<file path="src/rtl/nac_axi_port_arbiter.sv">
// nac_axi_port_arbiter: round-robin sharing of one NAC AXI adapter sys_* port among NUM_REQ requesters.
// Optional stall watchdog (WDOG_CYCLES, wdog_clr, wdog_timeout) enabled by defining NAC_ARB_WDOG_EN.
module nac_axi_port_arbiter #(
  parameter int NUM_REQ    = 4,
  parameter int DATA_WIDTH = 32,
  parameter int ADDR_WIDTH = 32,
  parameter int LEN_WIDTH  = 8
`ifdef NAC_ARB_WDOG_EN
  , parameter int WDOG_CYCLES = 4096
`endif
) (
  input  logic                           M_AXI_ACLK,
  input  logic                           M_AXI_ARESETN,
`ifdef NAC_ARB_WDOG_EN
  input  logic                           wdog_clr,
  output logic                           wdog_timeout,
`endif
  input  logic [NUM_REQ-1:0]             req_valid,
  input  logic [NUM_REQ-1:0]             req_we,
  input  logic [NUM_REQ*ADDR_WIDTH-1:0]  req_addr,
  input  logic [NUM_REQ*LEN_WIDTH-1:0]   req_len,
  input  logic [NUM_REQ*DATA_WIDTH-1:0]  req_wdata,
  input  logic [NUM_REQ-1:0]             req_wvalid,
  output logic [NUM_REQ-1:0]             req_wready,
  output logic [NUM_REQ-1:0]             req_accept,
  output logic [NUM_REQ-1:0]             req_rvalid,
  output logic [DATA_WIDTH-1:0]          req_rdata,
  output logic [NUM_REQ-1:0]             req_done,
  output logic [NUM_REQ-1:0]             req_error,
  output logic [ADDR_WIDTH-1:0]          sys_addr,
  output logic [LEN_WIDTH-1:0]           sys_len,
  output logic                           sys_req,
  output logic                           sys_we,
  output logic [DATA_WIDTH-1:0]          sys_wdata,
  output logic                           sys_wvalid,
  input  logic                           sys_wready,
  input  logic                           sys_grant,
  input  logic                           sys_valid,
  input  logic                           sys_last,
  input  logic [DATA_WIDTH-1:0]          sys_rdata,
  input  logic                           sys_error,
  output logic                           busy
);
  localparam int IW = (NUM_REQ > 1) ? $clog2(NUM_REQ) : 1;
  localparam logic [1:0] S_IDLE  = 2'd0;
  localparam logic [1:0] S_ISSUE = 2'd1;
  localparam logic [1:0] S_BUSY  = 2'd2;

  logic [1:0]            r_state;
  logic [IW-1:0]         r_owner;
  logic [IW-1:0]         r_rr_ptr;
  logic [ADDR_WIDTH-1:0] r_addr;
  logic [LEN_WIDTH-1:0]  r_len;
  logic                  r_we;
  logic [NUM_REQ-1:0]    w_rot;
  logic [IW:0]           w_sum;
  logic [IW-1:0]         w_sel;
  logic [NUM_REQ-1:0]    w_onehot;
  logic                  w_wr;
  logic                  w_end;
  logic                  w_start;
  logic                  w_unused;
  logic [ADDR_WIDTH-1:0] w_addr  [NUM_REQ];
  logic [LEN_WIDTH-1:0]  w_len   [NUM_REQ];
  logic [DATA_WIDTH-1:0] w_wdata [NUM_REQ];

  for (genvar g = 0; g < NUM_REQ; g++) begin : g_unpack
    assign w_addr[g]  = req_addr[g*ADDR_WIDTH +: ADDR_WIDTH];
    assign w_len[g]   = req_len[g*LEN_WIDTH +: LEN_WIDTH];
    assign w_wdata[g] = req_wdata[g*DATA_WIDTH +: DATA_WIDTH];
  end

  // Rotate requests so bit 0 is rr_ptr; the lowest set bit of the rotation wins.
  always_comb begin
    w_rot = NUM_REQ'({req_valid, req_valid} >> r_rr_ptr);
    w_sum = '0;
    for (int i = NUM_REQ - 1; i >= 0; i--)
      if (w_rot[i]) w_sum = {1'b0, r_rr_ptr} + (IW+1)'(i);
    w_sel = (w_sum >= (IW+1)'(NUM_REQ)) ? IW'(w_sum - (IW+1)'(NUM_REQ)) : IW'(w_sum);
  end

  assign w_start    = (r_state == S_IDLE) && (|req_valid);
  assign w_end      = (r_state == S_BUSY) && sys_last;
  assign w_wr       = r_we && (r_state != S_IDLE);
  assign w_onehot   = NUM_REQ'(1) << r_owner;
  assign w_unused   = sys_grant;
  assign busy       = r_state != S_IDLE;
  assign sys_req    = r_state == S_ISSUE;
  assign sys_addr   = r_addr;
  assign sys_len    = r_len;
  assign sys_we     = r_we;
  assign sys_wdata  = w_wr ? w_wdata[r_owner] : '0;
  assign sys_wvalid = w_wr && req_wvalid[r_owner];
  assign req_wready = (w_wr && sys_wready) ? w_onehot : '0;
  assign req_accept = sys_req ? w_onehot : '0;
  assign req_rvalid = ((r_state == S_BUSY) && sys_valid) ? w_onehot : '0;
  assign req_done   = w_end ? w_onehot : '0;
  assign req_error  = (w_end && sys_error) ? w_onehot : '0;
  assign req_rdata  = sys_rdata;

  // Command fields are captured at grant so they stay stable through the whole transaction.
  always_ff @(posedge M_AXI_ACLK or negedge M_AXI_ARESETN) begin
    if (!M_AXI_ARESETN) begin
      r_state  <= S_IDLE;
      r_owner  <= '0;
      r_rr_ptr <= '0;
      r_addr   <= '0;
      r_len    <= '0;
      r_we     <= 1'b0;
    end else if (w_start) begin
      r_state <= S_ISSUE;
      r_owner <= w_sel;
      r_addr  <= w_addr[w_sel];
      r_len   <= w_len[w_sel];
      r_we    <= req_we[w_sel];
    end else if (r_state == S_ISSUE) begin
      r_state  <= S_BUSY;
      r_rr_ptr <= (r_owner == IW'(NUM_REQ - 1)) ? '0 : r_owner + IW'(1);
    end else if (w_end) begin
      r_state <= S_IDLE;
    end
  end

`ifdef NAC_ARB_WDOG_EN
  logic [15:0] r_wdog_cnt;
  logic        r_wdog_to;
  assign wdog_timeout = r_wdog_to;
  // Fires once when the count steps onto WDOG_CYCLES, so a clear is not immediately undone.
  always_ff @(posedge M_AXI_ACLK or negedge M_AXI_ARESETN) begin
    if (!M_AXI_ARESETN) begin
      r_wdog_cnt <= '0;
      r_wdog_to  <= 1'b0;
    end else begin
      if (w_start) r_wdog_cnt <= '0;
      else if ((r_state == S_BUSY) && (r_wdog_cnt != '1)) r_wdog_cnt <= r_wdog_cnt + 16'd1;
      if (wdog_clr) r_wdog_to <= 1'b0;
      else if ((r_state == S_BUSY) && (r_wdog_cnt == 16'(WDOG_CYCLES - 1))) r_wdog_to <= 1'b1;
    end
  end
`endif
endmodule

</file>
<file path="config.mk">
export PLATFORM = sky130hd
export DESIGN_NAME = nac_axi_port_arbiter
export DESIGN_NICKNAME = d
export VERILOG_FILES = /design/src/rtl/nac_axi_port_arbiter.sv
export SDC_FILE = /design/constraint.sdc
export NUM_CORES = 1
export LEC_CHECK = 0
export ABC_AREA = 0
export BUFFER_PORTS_ARGS = -buffer_cell sky130_fd_sc_hd__buf_2
export CAP_MARGIN = 20
export CORE_AREA = 2 2 184 186
export CTS_BUF_LIST = sky130_fd_sc_hd__clkbuf_8 sky130_fd_sc_hd__clkbuf_16
export CTS_CLUSTER_DIAMETER = 80
export DETAILED_ROUTE_END_ITERATION = 6
export DIE_AREA = 0 0 186 188
export GPL_ROUTABILITY_DRIVEN = 0
export SETUP_SLACK_MARGIN = 0.05
export SLEW_MARGIN = 20
export SYNTH_ARGS = -nofsm -noshare
export SYNTH_HDL_FRONTEND = slang
export SYNTH_SLANG_ARGS = --single-unit
</file>
<file path="constraint.sdc">
create_clock -name M_AXI_ACLK -period 2.3 [get_ports M_AXI_ACLK]
set_input_delay 0.46 -clock M_AXI_ACLK [delete_from_list [all_inputs] [get_ports M_AXI_ACLK]]
set_output_delay 0.46 -clock M_AXI_ACLK [all_outputs]
set_load 0.1 [all_outputs]
</file>
; Word level (Yosys, flattened, before mapping)
; Index checks and enable logic that the tools add are counted.
[word_totals]
word_cells = 64
regBits = 47
in_bits = 339
out_inout_bits = 128
[op_classes]
muxes = 28
n_reduce_logical = 12
order_cmp = 5
shift = 2
n_eq_ne = 3
n_addsub = 5
bitwise_logic = 3
[ops]
columns = op, n
row1 = $mux W32, 5
row2 = $bmux W32 S2, 2
row3 = $mux W4, 5
row4 = $bmux W8 S2, 1
row5 = $mux W8, 2
row6 = $mux W3, 4
row7 = $mux W2, 5
row8 = $ge A3 B3 Y1 const B, 3
row9 = $shr A8 B2 Y4, 1
row10 = $logic_and A1 B1 Y1, 7
row11 = $add A2 B2 Y3 const B, 2
row12 = $lt A2 B3 Y1 const B, 2
row13 = $not A2 Y3, 2
row14 = $bmux W1 S2, 2
row15 = $eq A2 B2 Y1 const B, 2
row16 = $reduce_or A4 Y1, 1
row17 = $shl A1 B2 Y4 const A, 1
row18 = $add A2 B1 Y3 const B, 1
row19 = $reduce_bool A3 Y1, 1
row20 = $add A2 B1 Y2 const B, 1
row21 = $eq A2 B1 Y1 const B, 1
row22 = $logic_not A2 Y1, 1
row23 = $mux W1, 2
row24 = $reduce_and A2 Y1, 1
row25 = 3 further kinds, 3

; Longest topological paths before layout
[depth]
word_depth = 11
mapped_depth = 7
mapped_depth_nobuf = 5

; Worst setup path before layout
; Ideal clock, no wire load.
[synth_timing]
kind = reg2out
from = register r_state[0]
to = output port sys_wdata[22]
stages_incl_launch_ff = 5
slack_ns = -0.708
arrival_time_ns = 2.548
n_path_buf = 2
required_ns = 1.840
path_cell_list = dfrtp_1 -> or2_1 -> buf_2 -> clkbuf_1 -> and3_1
[synth_between]
elab_chain_len = 3
[synth_rtl]
columns = item, line
row1 = "start, declared", 49  ; logic [1:0] r_state;
row2 = "start signal, assigned", 104  ; r_state <= S_IDLE;
row3 = "start signal, assigned", 111  ; r_state <= S_ISSUE;
row4 = "start signal, assigned", 117  ; r_state <= S_BUSY;
row5 = $reduce_bool A2 Y1, -
row6 = net busy, 42  ; output logic busy
row7 = $logic_and A1 B1 Y1, 84  ; assign w_wr = r_we && (r_state != S_IDLE);
row8 = $mux W32, 92  ; assign sys_wdata = w_wr ? w_wdata[r_owner] : '0;
row9 = "end, declared", 34  ; output logic [DATA_WIDTH-1:0] sys_wdata,
; The timed path passes the listed nets, and every way through them passes these cells.

; Worst setup path after layout
[layout_timing]
from = register r_owner[0]
to = output port sys_wdata[26]
[layout_between]
elab_chain_len = 5
[layout_rtl]
columns = item, line
row1 = "start, declared", 50  ; logic [IW-1:0] r_owner;
row2 = "start signal, assigned", 112  ; r_owner <= w_sel;
row3 = $not A2 Y3 (not written as such), 92
row4 = $bmux W32 S2, 92
row5 = $mux W32 (not written as such) (2 in series), 92
row6 = $mux W32, 92
; No other way between the ends. The select of a mux whose other input is x is not followed.

==> Implementation_results.wiki <==
{| class="wikitable"
! Metric !! Value
|-
| Routed wire length per instance || 18.7 um
|-
| Largest stage delay on the critical path || 0.54 ns
|-
| Global route overflow || 0
|-
| Final cell area excluding filler cells || 8550 um^2
|-
| First-pass GRT wire length || 32800 um
|-
| Source-to-sink clock delay at the later pin of the worst-skew pair || 0.30 ns
|-
| Outcome || complete, but fails checks
|-
| Kind of end point of the critical path || output port
|-
| Sinks on the clock net || 47
|-
| Clk root buf || sky130_fd_sc_hd__clkbuf_16
|-
| Final number of hold-violating endpoints || 0
|-
| Final routed DRC violation total || 0
|-
| Fin util || 0.258
|-
| Height of the die || 188 um
|-
| Hold/Removal Path Class || in -> async
|-
| Worst R2R Setup Slack || 0.18 ns
|-
| Clock input transition at the sequential cells of the worst setup and hold paths || 0.07 ns
|-
| Most used standard cell by instance count after synthesis || sky130_fd_sc_hd__and2_1
|-
| Post-synth ARST share || 1.00
|-
| Main synth FF type || sky130_fd_sc_hd__dfrtp_1
|-
| Length in cells of the worst reg-to-reg path || 6
|-
| Leakage power || 0.00386 uW
|-
| Data required time of the critical path || 1.84 ns
|-
| Routed wire length || 23900 um
|-
| Fill count || 3552
|-
| Count of buffers from port buffering || 401
|-
| Cell breakdown of the critical path || buf_12 -> buf_12 -> mux4_2 -> and3_4 -> buf_12
|-
| Cell area reported after detailed placement || 7960 um^2
|-
| Initial Utilization || 0.141
|-
| Worst reg2reg startpoint || r_rr_ptr[1]$_DFFE_PN0P_
|-
| Area of the mapped netlist || 4680 um^2
|-
| CTS H-tree depth || 2
|-
| Unique masters post-synth || 34
|-
| Antenna violations before repair || 6
|-
| Maximum net fanout on the critical path || 6
|-
| Critical-path cell with the highest stage delay || sky130_fd_sc_hd__mux4_2
|-
| Number of buffers inserted by hold repair at cts || 0
|-
| Number of nets in the final layout || 1170
|-
| Final worst path period share || 1.05
|-
| Max_cap viols || 0
|-
| Sort of element at the start of the critical path || flip-flop
|-
| Most frequent cell on the critical path || sky130_fd_sc_hd__buf_12
|-
| Number of enable flip-flop cells after synthesis || 0
|-
| Overall die area || 35000 um^2
|-
| Setup Viol. Count Final || 33
|-
| Highest Signal Layer || met5
|-
| DP Cell Count || 1254
|-
| Top cells by instance count after synthesis || sky130_fd_sc_hd__and2_1 (54), sky130_fd_sc_hd__dfrtp_1 (47), sky130_fd_sc_hd__nor2_1 (44), sky130_fd_sc_hd__mux2i_1 (42)
|-
| Met2 wire len || 12300 um
|-
| Total routing resource utilization after global routing || 0.128
|-
| Register area share after synthesis || 0.251
|-
| Clock buffers created by TritonCTS || 5
|-
| RSZ-0062 raised after global routing || true
|-
| R2R Path End || sys_addr[18]$_DFFE_PN0P_
|-
| Synthesis warning total || 0
|-
| Number of nets in the synthesized netlist || 798
|-
| Core area || 33100 um^2
|-
| Count of nets left with antenna violations after detail routing || 0
|-
| Horizontal die dimension || 186 um
|-
| Startpoint-to-endpoint class of the critical path || reg -> out
|-
| Mean instance size in the synthesized netlist || 10.3 um^2
|-
| Highest achievable clock rate || 413 MHz
|-
| Pin slew with the least headroom to its limit || 0.709 ns
|-
| Crit path setup slack, layout || -0.123 ns
|-
| Cell types occupying the most area after synthesis || sky130_fd_sc_hd__dfrtp_1 (25%), sky130_fd_sc_hd__mux4_2 (16%), sky130_fd_sc_hd__a221oi_2 (9.9%)
|-
| Library cell with the largest summed area after synthesis || sky130_fd_sc_hd__dfrtp_1
|-
| Number of violations reported at the end of detailed-routing iteration 0 || 170
|-
| Post-route met1 wirelength || 9340 um
|-
| Number of top-level pins || 467
|-
| Power per standard cell area || 1800 nW/um^2
|-
| Worst Setup EP || sys_wdata[26]
|-
| Number of global-route vias before repair || 5412
|-
| Gate Count Post-Synth || 455
|-
| Maximum number of pins on one net before global-route repair || 43
|-
| Post-detailed-placement half-perimeter wirelength || 19700 um
|-
| First-pass detailed-route iteration total || 4
|-
| Routed length on met3 || 1680 um
|-
| Violations in the final reports || setup timing
|-
| TritonCTS clock tree || done
|-
| Largest vdd supply drop || 822 uV
|-
| Area overhead of the layout relative to synthesis || 82.7%
|-
| Arrival time at the worst endpoint || 1.96 ns
|-
| Worst slew margin || 0.527
|-
| Share of the synthesized area in the top cell type || 0.251
|-
| Via count || 5340
|-
| Slew Limit Fails || 0
|-
| Maximum clock skew at final layout || 0.00709 ns
|-
| Standard-cell row count || 67
|-
| Ratio of cells with drive above 1 in the final layout || 0.698
|-
| Maximum count of clock buffers along a single path || 2
|-
| Per-cell via count in the routed design || 4.17
|-
| Non-filler cells in the finished layout || 1281
|-
| Fin crit period || 2.42 ns
|-
| Number of synthesized register bits || 47
|-
| Worst setup path startpoint || r_owner[0]$_DFFE_PN0P_
|}
layout by cell type (no fill, tap or decap), types with 10 or more instances in the layout:
cell                       instances
sky130_fd_sc_hd__buf_2           347
sky130_fd_sc_hd__nor2_1           43
sky130_fd_sc_hd__mux2i_1          42
sky130_fd_sc_hd__mux4_2           33
sky130_fd_sc_hd__buf_4            24
sky130_fd_sc_hd__a221oi_1         10
sky130_fd_sc_hd__and2_1           44
sky130_fd_sc_hd__a221oi_2         31
sky130_fd_sc_hd__a211oi_1         41
sky130_fd_sc_hd__dfrtp_1          44
sky130_fd_sc_hd__buf_12           63
sky130_fd_sc_hd__and3_4           37
per-layer routing:
layer | GRT usage | vias to the layer above
met3 | 0.0264 | 32
met5 | 0 | -
met2 | 0.240 | 299
met4 | 0.0330 | 4
met1 | 0.144 | 2544
li1 | - | 2461
cell families after synthesis:
kind of cell	Yosys count	share of synthesized area
adder cells (fa/ha/maj)	4	0.0107
flip-flops	47	0.251
AO/OA/AOI/OAI	89	0.193
buffers and inverters	82	0.105
multiplexers	77	0.253
AND/OR/NAND/NOR	156	0.186
sequential cells by signal, summed over array words and instances, names as in the netlist:
name / flops
r_state: 2
r_rr_ptr: 2
sys_we: 1
sys_addr: 32
sys_len: 8
r_owner: 2
power by group:
group          switching (uW)  total [uW]  internal [uW]  leakage, uW
logic                    8620       13000           4350      0.00327
registers                 367        1620           1250     0.000517
clock network             366         770            405    0.0000740
final cells by class:
cell class	instances	area, um^2	area share
Antenna cell	5	12.5	0.00146
Multi-Input combinational cell	326	3290	0.385
Tap cell	448	561	0.0656
Sequential cell	47	1180	0.138
Timing Repair Buffer	442	3340	0.391
Clock inverter	3	18.8	0.00220
Clock buffer	5	125	0.0146
Inverter	5	18.8	0.00220
what timing repair did:
| item | CTS | global route |
|---|---|---|
| pin swaps | 3 | 1 |
| gates resized for setup | 46 | 16 |
| endpoints found under the setup margin | 34 | 57 |
| setup buffers | 4 | 6 |
| cloned | 3 | 1 |
worst max-delay path, delay by kind of cell, from the launching register on:
kind	cells	cell delay (ns)
DFF	1	0.46
and+or+nand+nor	1	0.22
buffers and inverters	3	0.43
muxes	1	0.54
per-stage QoR:
step,total power [uW],setup WS (ns),hold slack (ns),setup TNS (ns)
2_1_floorplan,10300,-0.199,0.164,-0.199
3_3_place_gp,13800,0.134,0.476,0
3_5_place_dp,13900,0.0773,0.476,0
4_1_cts,15300,-0.141,0.135,-3.69
5_1_grt,16000,-0.183,0.163,-4.87
6_report,15400,-0.123,0.124,-2.69
worst min-delay path by stage:
| stage | to | slack [ns] | cells after the start |
|---|---|---|---|
| 2_1_floorplan | r_owner[0]$_DFFE_PN0P_ | 0.16 | 0 |
| 3_3_place_gp | sys_len[4]$_DFFE_PN0P_ | 0.48 | 1 |
| 3_5_place_dp | sys_len[4]$_DFFE_PN0P_ | 0.48 | 1 |
| 4_1_cts | sys_len[4]$_DFFE_PN0P_ | 0.13 | 1 |
| 5_1_grt | sys_len[2]$_DFFE_PN0P_ | 0.16 | 1 |
| 6_report | sys_len[4]$_DFFE_PN0P_ | 0.12 | 1 |
(Power assumes the default switching activity.)
